## config.mk

```make
export PLATFORM = sky130hd
export DESIGN_NAME = pipe_stage_bank
export DESIGN_NICKNAME = d
export VERILOG_FILES = /design/src/rtl/pipe_stage_bank.sv
export SDC_FILE = /design/constraint.sdc
export NUM_CORES = 1
export LEC_CHECK = 0
export BUFFER_PORTS_ARGS = -buffer_cell sky130_fd_sc_hd__buf_2
export CAP_MARGIN = 20
export CORE_MARGIN = 2
export CORE_UTILIZATION = 54
export CTS_CLUSTER_DIAMETER = 50
export DETAILED_ROUTE_END_ITERATION = 7
export GPL_TIMING_DRIVEN = 1
export PLACE_DENSITY = 0.9
export SKIP_LAST_GASP = 1
export SYNTH_ARGS = -nofsm -noshare
export SYNTH_HDL_FRONTEND = slang
export SYNTH_SLANG_ARGS = --single-unit
export TNS_END_PERCENT = 100
```

## constraint.sdc

```tcl
create_clock -name clk -period 5.7 [get_ports clk]
set_clock_uncertainty 0.2 [all_clocks]
set_input_delay 1.14 -clock clk [delete_from_list [all_inputs] [get_ports clk]]
set_output_delay 1.14 -clock clk [all_outputs]
set_load 0.01 [all_outputs]
```

## src/rtl/pipe_stage_bank.sv

```systemverilog
// rtl/pipe_stage_bank.sv - elastic valid/ready pipeline register bank with flush and reset value
// Optional occupancy output enabled by defining PIPE_STAGE_BANK_OCC_EN.
module pipe_stage_bank #(
  parameter int               WIDTH     = 32,
  parameter int               DEPTH     = 2,
  parameter logic [WIDTH-1:0] RESET_VAL = {WIDTH{1'b0}}
) (
  input  logic             clk,
  input  logic             rst,
  input  logic             flush,
  input  logic             in_valid,
  input  logic [WIDTH-1:0] in_data,
  output logic             in_ready,
  output logic             out_valid,
  output logic [WIDTH-1:0] out_data,
  input  logic             out_ready
`ifdef PIPE_STAGE_BANK_OCC_EN
  ,
  output logic [$clog2(DEPTH+1)-1:0] occupancy
`endif
);

  if (DEPTH < 1 || WIDTH < 1) begin : g_bad_params
    $error("pipe_stage_bank: DEPTH and WIDTH must both be >= 1");
  end

  logic [DEPTH-1:0] v;
  logic [WIDTH-1:0] d [DEPTH];
  logic [DEPTH-1:0] r;

  // A stage can load when it is empty or its own content moves on this cycle.
  always_comb begin
    logic run;
    run = out_ready;
    r   = '0;
    for (int i = DEPTH - 1; i >= 0; i--) begin
      run  = !v[i] | run;
      r[i] = run;
    end
  end

  assign in_ready  = r[0] & !flush & rst;
  assign out_valid = v[DEPTH-1] & rst;
  assign out_data  = rst ? d[DEPTH-1] : RESET_VAL;

  always_ff @(posedge clk) begin
    if (!rst) begin
      v <= '0;
      for (int i = 0; i < DEPTH; i++) begin
        d[i] <= RESET_VAL;
      end
    end else if (flush) begin
      v <= '0;
    end else begin
      if (r[0]) begin
        v[0] <= in_valid;
        if (in_valid) begin
          d[0] <= in_data;
        end
      end
      for (int i = 1; i < DEPTH; i++) begin
        if (r[i]) begin
          v[i] <= v[i-1];
          if (v[i-1]) begin
            d[i] <= d[i-1];
          end
        end
      end
    end
  end

`ifdef PIPE_STAGE_BANK_OCC_EN
  localparam int OW = $clog2(DEPTH + 1);

  logic in_xfer;
  logic out_xfer;

  assign in_xfer  = in_valid & in_ready;
  assign out_xfer = out_valid & out_ready;

  always_ff @(posedge clk) begin
    if (!rst) begin
      occupancy <= '0;
    end else if (flush) begin
      occupancy <= '0;
    end else if (in_xfer && !out_xfer) begin
      occupancy <= occupancy + OW'(1);
    end else if (!in_xfer && out_xfer) begin
      occupancy <= occupancy - OW'(1);
    end
  end
`endif

endmodule

```

==> results by stage, run 1 <==
Layout:
- The number of nets at the end of the flow is 294.
- Cells with a size suffix above 1 make up 44.8% of the layout.
- The core utilization of the finished layout is 65.7%.
- The number of antenna diodes in the final layout is 0.
- The post-route standard cell area excluding fillers is 3660 um^2.
- From synthesis to final layout, the design area changed by 16.3%.

Pwr:
- The cell leakage power is 1.33 nW.
- The design draws 0.00102 W.
- The internal power contribution is 0.000795 W.
- In this run the power spent charging and discharging nets is 0.000224 W.
- The proportion of power drawn by combinational gates is 9.1%.
- IR analysis of the VDD net gives a maximum drop of 0.000151 V.
- The share of total power in sequential cells is a little under three fifths.
- The total power divided by cell area is ~280 nW/um^2.
- The switching part of the total power is 22.0%.
- The share of total power dissipated in the clock network is 35.1%.

Placed design:
- The HPWL after detailed placement is between 3 and 4 mm.
- The cell area reported after detailed placement is 3490 um^2.
- Input and output buffers added on the ports amount to 70.
- The congestion estimate from routability-driven global placement came to around 0.70.

CTS:
- The CTS tree is yes.
- The TritonCTS sink count is between 60 and 70.
- The clock slew seen by the registers of the worst setup and hold paths is about 60 ps.
- The quantity of hold-fixing buffers added after cts is 0.
- The post-cts repair resize count is 0.
- In this run the deepest clock path goes through 2 buffers.
- The TritonCTS buffer count is 9.
- The tree is rooted in a sky130_fd_sc_hd__clkbuf_8.
- In this run the post-CTS setup repair buffer count came out at 0.
- The H-tree depth is 3.
- The clock reaches the later pin of the worst-skew pair after between 300 and 400 ps.

Yosys:
- By area, the combinational part of the netlist is dominated by simple AND/OR/NAND/NOR gates.
- The register area share after synthesis is between 60 and 70%.
- The cell type contributing the most total cell area after synthesis is sky130_fd_sc_hd__edfxtp_1.
- The most common cell in the netlist is sky130_fd_sc_hd__edfxtp_1.
- Summed over its instances, the top area cell type makes up 61.0% of the synthesized netlist area.
- The flop and latch count out of synthesis is 66.
- Summing the areas of all fa, ha and maj instances in the mapped netlist gives 0% of the synthesized area.
- For this run, the number of Yosys warnings is 0.
- The synthesized area is about 3100 um^2.
- Counting instances in the post-synthesis netlist gives the leading cell types as sky130_fd_sc_hd__edfxtp_1 (64), sky130_fd_sc_hd__nor4b_1 (37), sky130_fd_sc_hd__and2_1 (33), sky130_fd_sc_hd__nor4b_2 (24), sky130_fd_sc_hd__clkbuf_1 (9).
- The area share of and/or/nand/nor cells after synthesis is 32.0%.
- The mean area per synthesized cell is 15.9 um^2.
- After Yosys synthesis, XOR and XNOR cells account for 0% of the synthesized area.
- The complex-gate fraction of the synthesized area is 0.954%.
- Yosys attributes the largest share of cell area to sky130_fd_sc_hd__edfxtp_1 (61%), sky130_fd_sc_hd__nor4b_2 (11%), sky130_fd_sc_hd__nor4b_1 (10%).
- Of all flip-flops after synthesis, the portion carrying an async set or reset was 0%.
- Yosys mapped the design onto 20 distinct sky130hd cell types.
- Counting flops with a built-in enable in the synthesized netlist gives 64.
- The synthesized instance count is 198.
- The most frequently used flop master after synthesis is sky130_fd_sc_hd__edfxtp_1.
- The synthesized net count is between 200 and 250.
- The mux share of post-synthesis cell area is 0%.

Critical path:
- The largest single stage delay on the critical path is about 580 ps.
- The worst path arrival time is 2560 ps.
- The critical path goes through buf_2, nand2b_4, nor2_1, buf_2.
- Of all nets on the critical path, the largest fanout is 67.
- The top cell family by delay on the critical path is simple AND/OR/NAND/NOR gates.
- The launching element type of the critical path is an input port.
- The cell with the biggest individual delay on the critical path is sky130_fd_sc_hd__nand2b_4.
- The sort of element at the end of the critical path is a primary output.
- The cell that appears most often on the critical path is sky130_fd_sc_hd__buf_2.
- The buffers plus inverters on the worst setup path is 2.
- The setup path with the least slack is of type input port to primary output.
- STA puts the critical path data required time at 4360 ps.

STA:
- The measured slew at the worst slew-check pin is 1010 ps.
- The total count of max-transition violations in the final report is 0.
- Adding up every negative setup slack in the final design gives 0 ps.
- After layout, the worst path uses 68.4% of the clock period.
- Static timing analysis puts the maximum clock frequency at 256 MHz.
- The total of endpoints with negative setup slack in the final report is 0.
- The normalized max-slew margin is 32.6%.
- The minimum hold slack is 405 ps.
- The post-layout minimum cycle time is 3900 ps.
- The number of hold-slack violations in the final timing report came to 0.
- Setup repair after global routing left no endpoint under its margin.

Floorplanning:
- The die covers about 6500 um^2.
- The height of the chip is 80.4 um.
- just over 70 I/O pins were placed.
- The initial utilization of the core area, before any placement, comes to 56.5%.
- Row generation in the floorplan step produced 27 rows.
- The die extent in x is 80.4 um.
- The core region is approximately 5600 um^2.

GRT:
- The number of global-route vias before repair is 1764.
- The first global-routing pass estimated about 8.4 mm of wire.
- The number of antenna violations at the first check in global routing is 0.
- The total routing usage reported by global routing is 17.9%.
- The total overflow reported by the global router is 0.
- Entering global routing, the biggest net connects 68 pins.

Worst hold path:
- In this run the worst hold path is classified as flop to flop.

Route:
- The antenna violation net count after detailed routing is 0.
- The iteration count of the initial detailed-routing pass is 4.
- The remaining routing DRC violations is 0.
- The wire length reported by the detailed router is between 5 and 6 mm.
- The DRC violation total after the first TritonRoute iteration is 136.
- In the final routed layout, each cell accounts on average for ~16 um.
- Dividing the detail-routed via count by the number of cells gives 5.58.
- For this block, the via count after detailed routing is 1858.

Job:
- Across the run, the number of max-cap violations was 0.

Outcome:
- The run finished with clean final reports.
-- final timing paths --
check / start / to / slack, ps / cells past startpoint
worst min-delay path: v[0]$_SDFFE_PP0P_ / v[1]$_SDFFE_PP0P_ / 410 / 1
worst max register to register: v[0]$_SDFFE_PP0P_ / d[0][19]$_SDFFCE_PN0P_ / 3400 / 2
worst max-delay path: rst / in_ready / 1800 / 4
worst min register to register: v[0]$_SDFFE_PP0P_ / v[1]$_SDFFE_PP0P_ / 410 / 1
-- flip-flops by register name (all words and copies together) (netlist names) --
register,cells
d,64
v,2
-- stage by stage --
| step | cells | setup WS, ps |
|---|---|---|
| floorplan | 198 | 1040 |
| global route | 333 | 1590 |
| global placement | 318 | 1830 |
| finish | 333 | 1800 |
| detailed placement | 318 | 1770 |
| CTS | 333 | 1770 |
-- placed cells by master, fill, tap and decap left out, types with 2 or more instances in the layout --
master                     Yosys  final
sky130_fd_sc_hd__clkbuf_8      0      9
sky130_fd_sc_hd__buf_4         3      2
sky130_fd_sc_hd__dfxtp_1       2      2
sky130_fd_sc_hd__o21ba_2       2      2
sky130_fd_sc_hd__nand2b_1      2      2
sky130_fd_sc_hd__clkinv_1      0      3
sky130_fd_sc_hd__buf_2         7     70
sky130_fd_sc_hd__nor4b_1      37     37
sky130_fd_sc_hd__o21ai_4       0      2
sky130_fd_sc_hd__nor4b_4       3      3
sky130_fd_sc_hd__nor4b_2      24     24
sky130_fd_sc_hd__and2_1       33     33
sky130_fd_sc_hd__edfxtp_1     64     64
-- power by group through the flow --
stage                     Clock [W]  Sequential [W]  Combinational, W
after global routing       0.000382        0.000570          0.000101
after floorplan                   0        0.000577         0.0000614
after detailed placement          0        0.000578         0.0000937
after CTS                  0.000363        0.000568         0.0000944
final                      0.000358        0.000568         0.0000929
after global placement            0        0.000576         0.0000913
-- area by class of cell --
cell class                 instances  area, um^2
clock buffer                      10         128
clock inverter                     5        46.3
fill                             388        1910
multi-input combinational        108        1070
sequential                        66        1960
tap                               72        90.1
timing repair buffer              72         365
-- metal layers --
metal,part of all wire (%),track usage [%],routed length (um)
met1,41,20.7,2250
met2,51,29.9,2790
met3,5.1,5.28,277
met4,2.0,9.66,108
met5,0,0,0
-- logic make-up after synthesis --
kind of cell | Yosys count
buffers and inverters | 24
flip-flops | 66
AND/OR/NAND/NOR | 104
AO/OA/AOI/OAI | 4
No activity file was read; power rests on OpenSTA's default activity.
==> run 2, diff against run 1 <==
Clock period 5.7 ns to 3.6 ns, I/O delays scaled along.
==> results by stage, run 2 (synthesis results as in run 1) <==
Route:
- The DRC violation total after the first TritonRoute iteration is 164 (+21%).
- The wire length reported by the detailed router was 5.36 mm (-1.4%).
- The remaining routing DRC violations was 0 (unchanged).
- The iteration count of the initial detailed-routing pass is 4 (unchanged).
- The vias per cell is 5.50 (-1.4%).
- The detailed-route via count came to 1843 (-0.81%).
- The antenna violation net count after detailed routing is 0 (unchanged).
- The per-cell routed wire length came to 16.0 um (-2.0%).

Layout:
- The fraction of final layout cells sized beyond drive strength 1 is 44.9% (about the same).
- The layout overhead on the synthesized area is 16.1%.
- Counting flops per register, the top entry is d.
- The number of flip-flops under the largest register name came to 64 (unchanged).
- The number of nets at the end of the flow is 297 (+1.0%).
- The post-route standard cell area excluding fillers is 3650 um^2 (-0.24%).
- The fill cell instance count of the final layout is 399 (+2.8%).
- The number of cells in the finished layout apart from fillers is 335 (+0.60%).
- The top cell types in the final layout, fill and taps aside, are sky130_fd_sc_hd__buf_2 (70), sky130_fd_sc_hd__edfxtp_1 (64), sky130_fd_sc_hd__nor4b_1 (37), sky130_fd_sc_hd__and2_1 (33), sky130_fd_sc_hd__nor4b_2 (24).
- The largest registers in the layout are d (64), v (2).
- Leaving out fill and tap cells, the most frequent cell in the layout is sky130_fd_sc_hd__buf_2.
- The count of inserted antenna diode cells is 0 (unchanged).

CTS:
- The TritonCTS buffer count was 9 (unchanged).
- The TritonCTS sink count was 66 (unchanged).
- The post-CTS setup buffer count was 0 (unchanged).
- The post-cts repair resize count was 0 (unchanged).
- The quantity of hold-fixing buffers added after cts is 0 (unchanged).
- The H-tree depth is 3 (unchanged).
- The root buffer cell chosen for the clock tree is sky130_fd_sc_hd__clkbuf_8.
- The maximum root-to-sink buffer count is 2 (unchanged).
- The clock latency at the later pin of the worst-skew pair was 330 ps (about the same).
- The CTS tree is yes.
- The clock slew seen by the registers of the worst setup and hold paths is 60 ps (about the same).

Pwr:
- The clock network power share is 31.8% (-3.3 points).
- The proportion of power drawn by combinational gates came to 9.7% (+0.6 points).
- The maximum vdd drop came to 0.000294 V (+94%).
- The cell leakage power is 1.33 nW (-0.23%).
- The switching part of the total power is 22.3% (+0.33 points).
- The share of total power in sequential cells came to 58.5% (+2.8 points).
- The internal power contribution is 0.00119 W (+50%).
- The total power divided by cell area is 420 nW/um^2 (+51%).
- The power dissipated by switching net loads was 0.000342 W (+53%).

Critical path:
- The data required time of the worst path is 2680 ps (-1680 ps).
- The startpoint-to-endpoint class of the critical path is input port to primary output.
- The worst path arrival time came to 1830 ps (-730 ps).
- STA classifies the critical path endpoint as a primary output.
- The biggest fanout along the worst timing path was 36 (-46%).
- The worst setup path is launched from an input port.

Floorplanning:
- The initial core utilization is 56.5% (unchanged).
- The height of the chip came to 80.4 um (unchanged).
- The die extent in x was 80.4 um (unchanged).
- The I/O pin count came to 71 (unchanged).
- The full die area came to 6460 um^2 (unchanged).
- The core outline area is 5570 um^2 (unchanged).
- The count of standard-cell rows is 27 (unchanged).

STA:
- The total of endpoints with negative setup slack in the final report came to 0 (unchanged).
- The setup TNS is 0 ps (unchanged).
- The normalized max-slew margin was 35.2% (+2.7 points).
- Derived from the worst setup path, the maximum achievable clock frequency is roughly 360 MHz.
- The total count of max-transition violations in the final report is 0 (unchanged).
- Setup repair after global routing left no endpoint under its margin.
- The number of hold-slack violations in the final timing report is 0 (unchanged).
- The measured slew at the worst slew-check pin is 968 ps (-40.0 ps).
- The smallest clock period supported by the final layout is computed as between 2000 and 3000 ps.
- After layout, the worst path uses 76.4% of the clock period.

GRT:
- The total routing usage reported by global routing was 17.4% (-0.52 points).
- The number of antenna violations at the first check in global routing is 0 (unchanged).
- The number of global-route vias before repair came to 1714 (-2.8%).
- The first-pass GRT wire length is 8.38 mm (-0.49%).
- The largest net degree at the start of global routing is 65 (-4.4%).
- The total overflow reported by the global router is 0 (unchanged).

Placed design:
- The cell area reported after detailed placement was 3510 um^2 (+0.65%).
- The cell count after placement is 321 (+0.94%).
- The final weighted congestion in routability-driven placement came to 0.739 (+5.3%).
- The number of port buffers is 70 (unchanged).
- The half-perimeter wire length after detailed placement is 3.24 mm (+2.2%).

Outcome:
- The run finished with clean final reports.

Job:
- The count of max-cap constraint violations is 0 (unchanged).

Worst hold path:
- The path class of the lowest-slack min-delay path is flop to flop.
-- run 2: worst max-delay path: stages --
cell and delay, ps:
sky130_fd_sc_hd__buf_2 420, sky130_fd_sc_hd__nand2b_4 360, sky130_fd_sc_hd__nor2_1 170, sky130_fd_sc_hd__buf_2 150
-- run 2: layer usage --
| metal | global-route usage, % | share of wire (%) | vias up |
|---|---|---|---|
| met4 | 9.32 | 2.4 | 0 |
| met2 | 28.7 | 51 | 56 |
| met3 | 3.15 | 4.8 | 12 |
| met1 | 21.8 | 41 | 879 |
| li1 | - | - | 896 |
| met5 | 0 | 0 | - |
-- run 2: layout make-up --
cell class	count	area, um^2	share of cell area, %
sequential	66	1960	53.7
clock inverter	1	3.75	0.103
multi-input combinational	108	1070	29.3
timing repair buffer	75	388	10.6
clock buffer	13	139	3.80
tap	72	90.1	2.46
-- run 2: power groups by stage --
stage / Clock [W] / Combinational [W] / Sequential [W]
2_1_floorplan: 0 / 0.0000974 / 0.000912
3_3_place_gp: 0 / 0.000146 / 0.000912
3_5_place_dp: 0 / 0.000150 / 0.000915
4_1_cts: 0.000494 / 0.000150 / 0.000899
5_1_grt: 0.000522 / 0.000162 / 0.000902
6_report: 0.000489 / 0.000148 / 0.000899
-- run 2: path summary, 6_finish.rpt --
path / startpoint / endpoint / slack, ps / cells past startpoint
hold / removal: v[0]$_SDFFE_PP0P_ / v[1]$_SDFFE_PP0P_ / 390 / 1
setup reg to reg: v[0]$_SDFFE_PP0P_ / d[0][19]$_SDFFCE_PN0P_ / 1610 / 4
setup / recovery: rst / in_ready / 850 / 4
hold reg to reg: v[0]$_SDFFE_PP0P_ / v[1]$_SDFFE_PP0P_ / 390 / 1
-- run 2: per-stage QoR --
| step | hold WS (ps) | setup WS [ps] | util, % | power (W) |
|---|---|---|---|---|
| after floorplan | 314 | 229 | - | 0.00101 |
| after global placement | 377 | 865 | 63.0 | 0.00106 |
| after detailed placement | 384 | 819 | 63.0 | 0.00106 |
| after CTS | 397 | 819 | 65.6 | 0.00154 |
| after global routing | 423 | 712 | 65.6 | 0.00159 |
| final | 394 | 850 | 65.6 | 0.00154 |
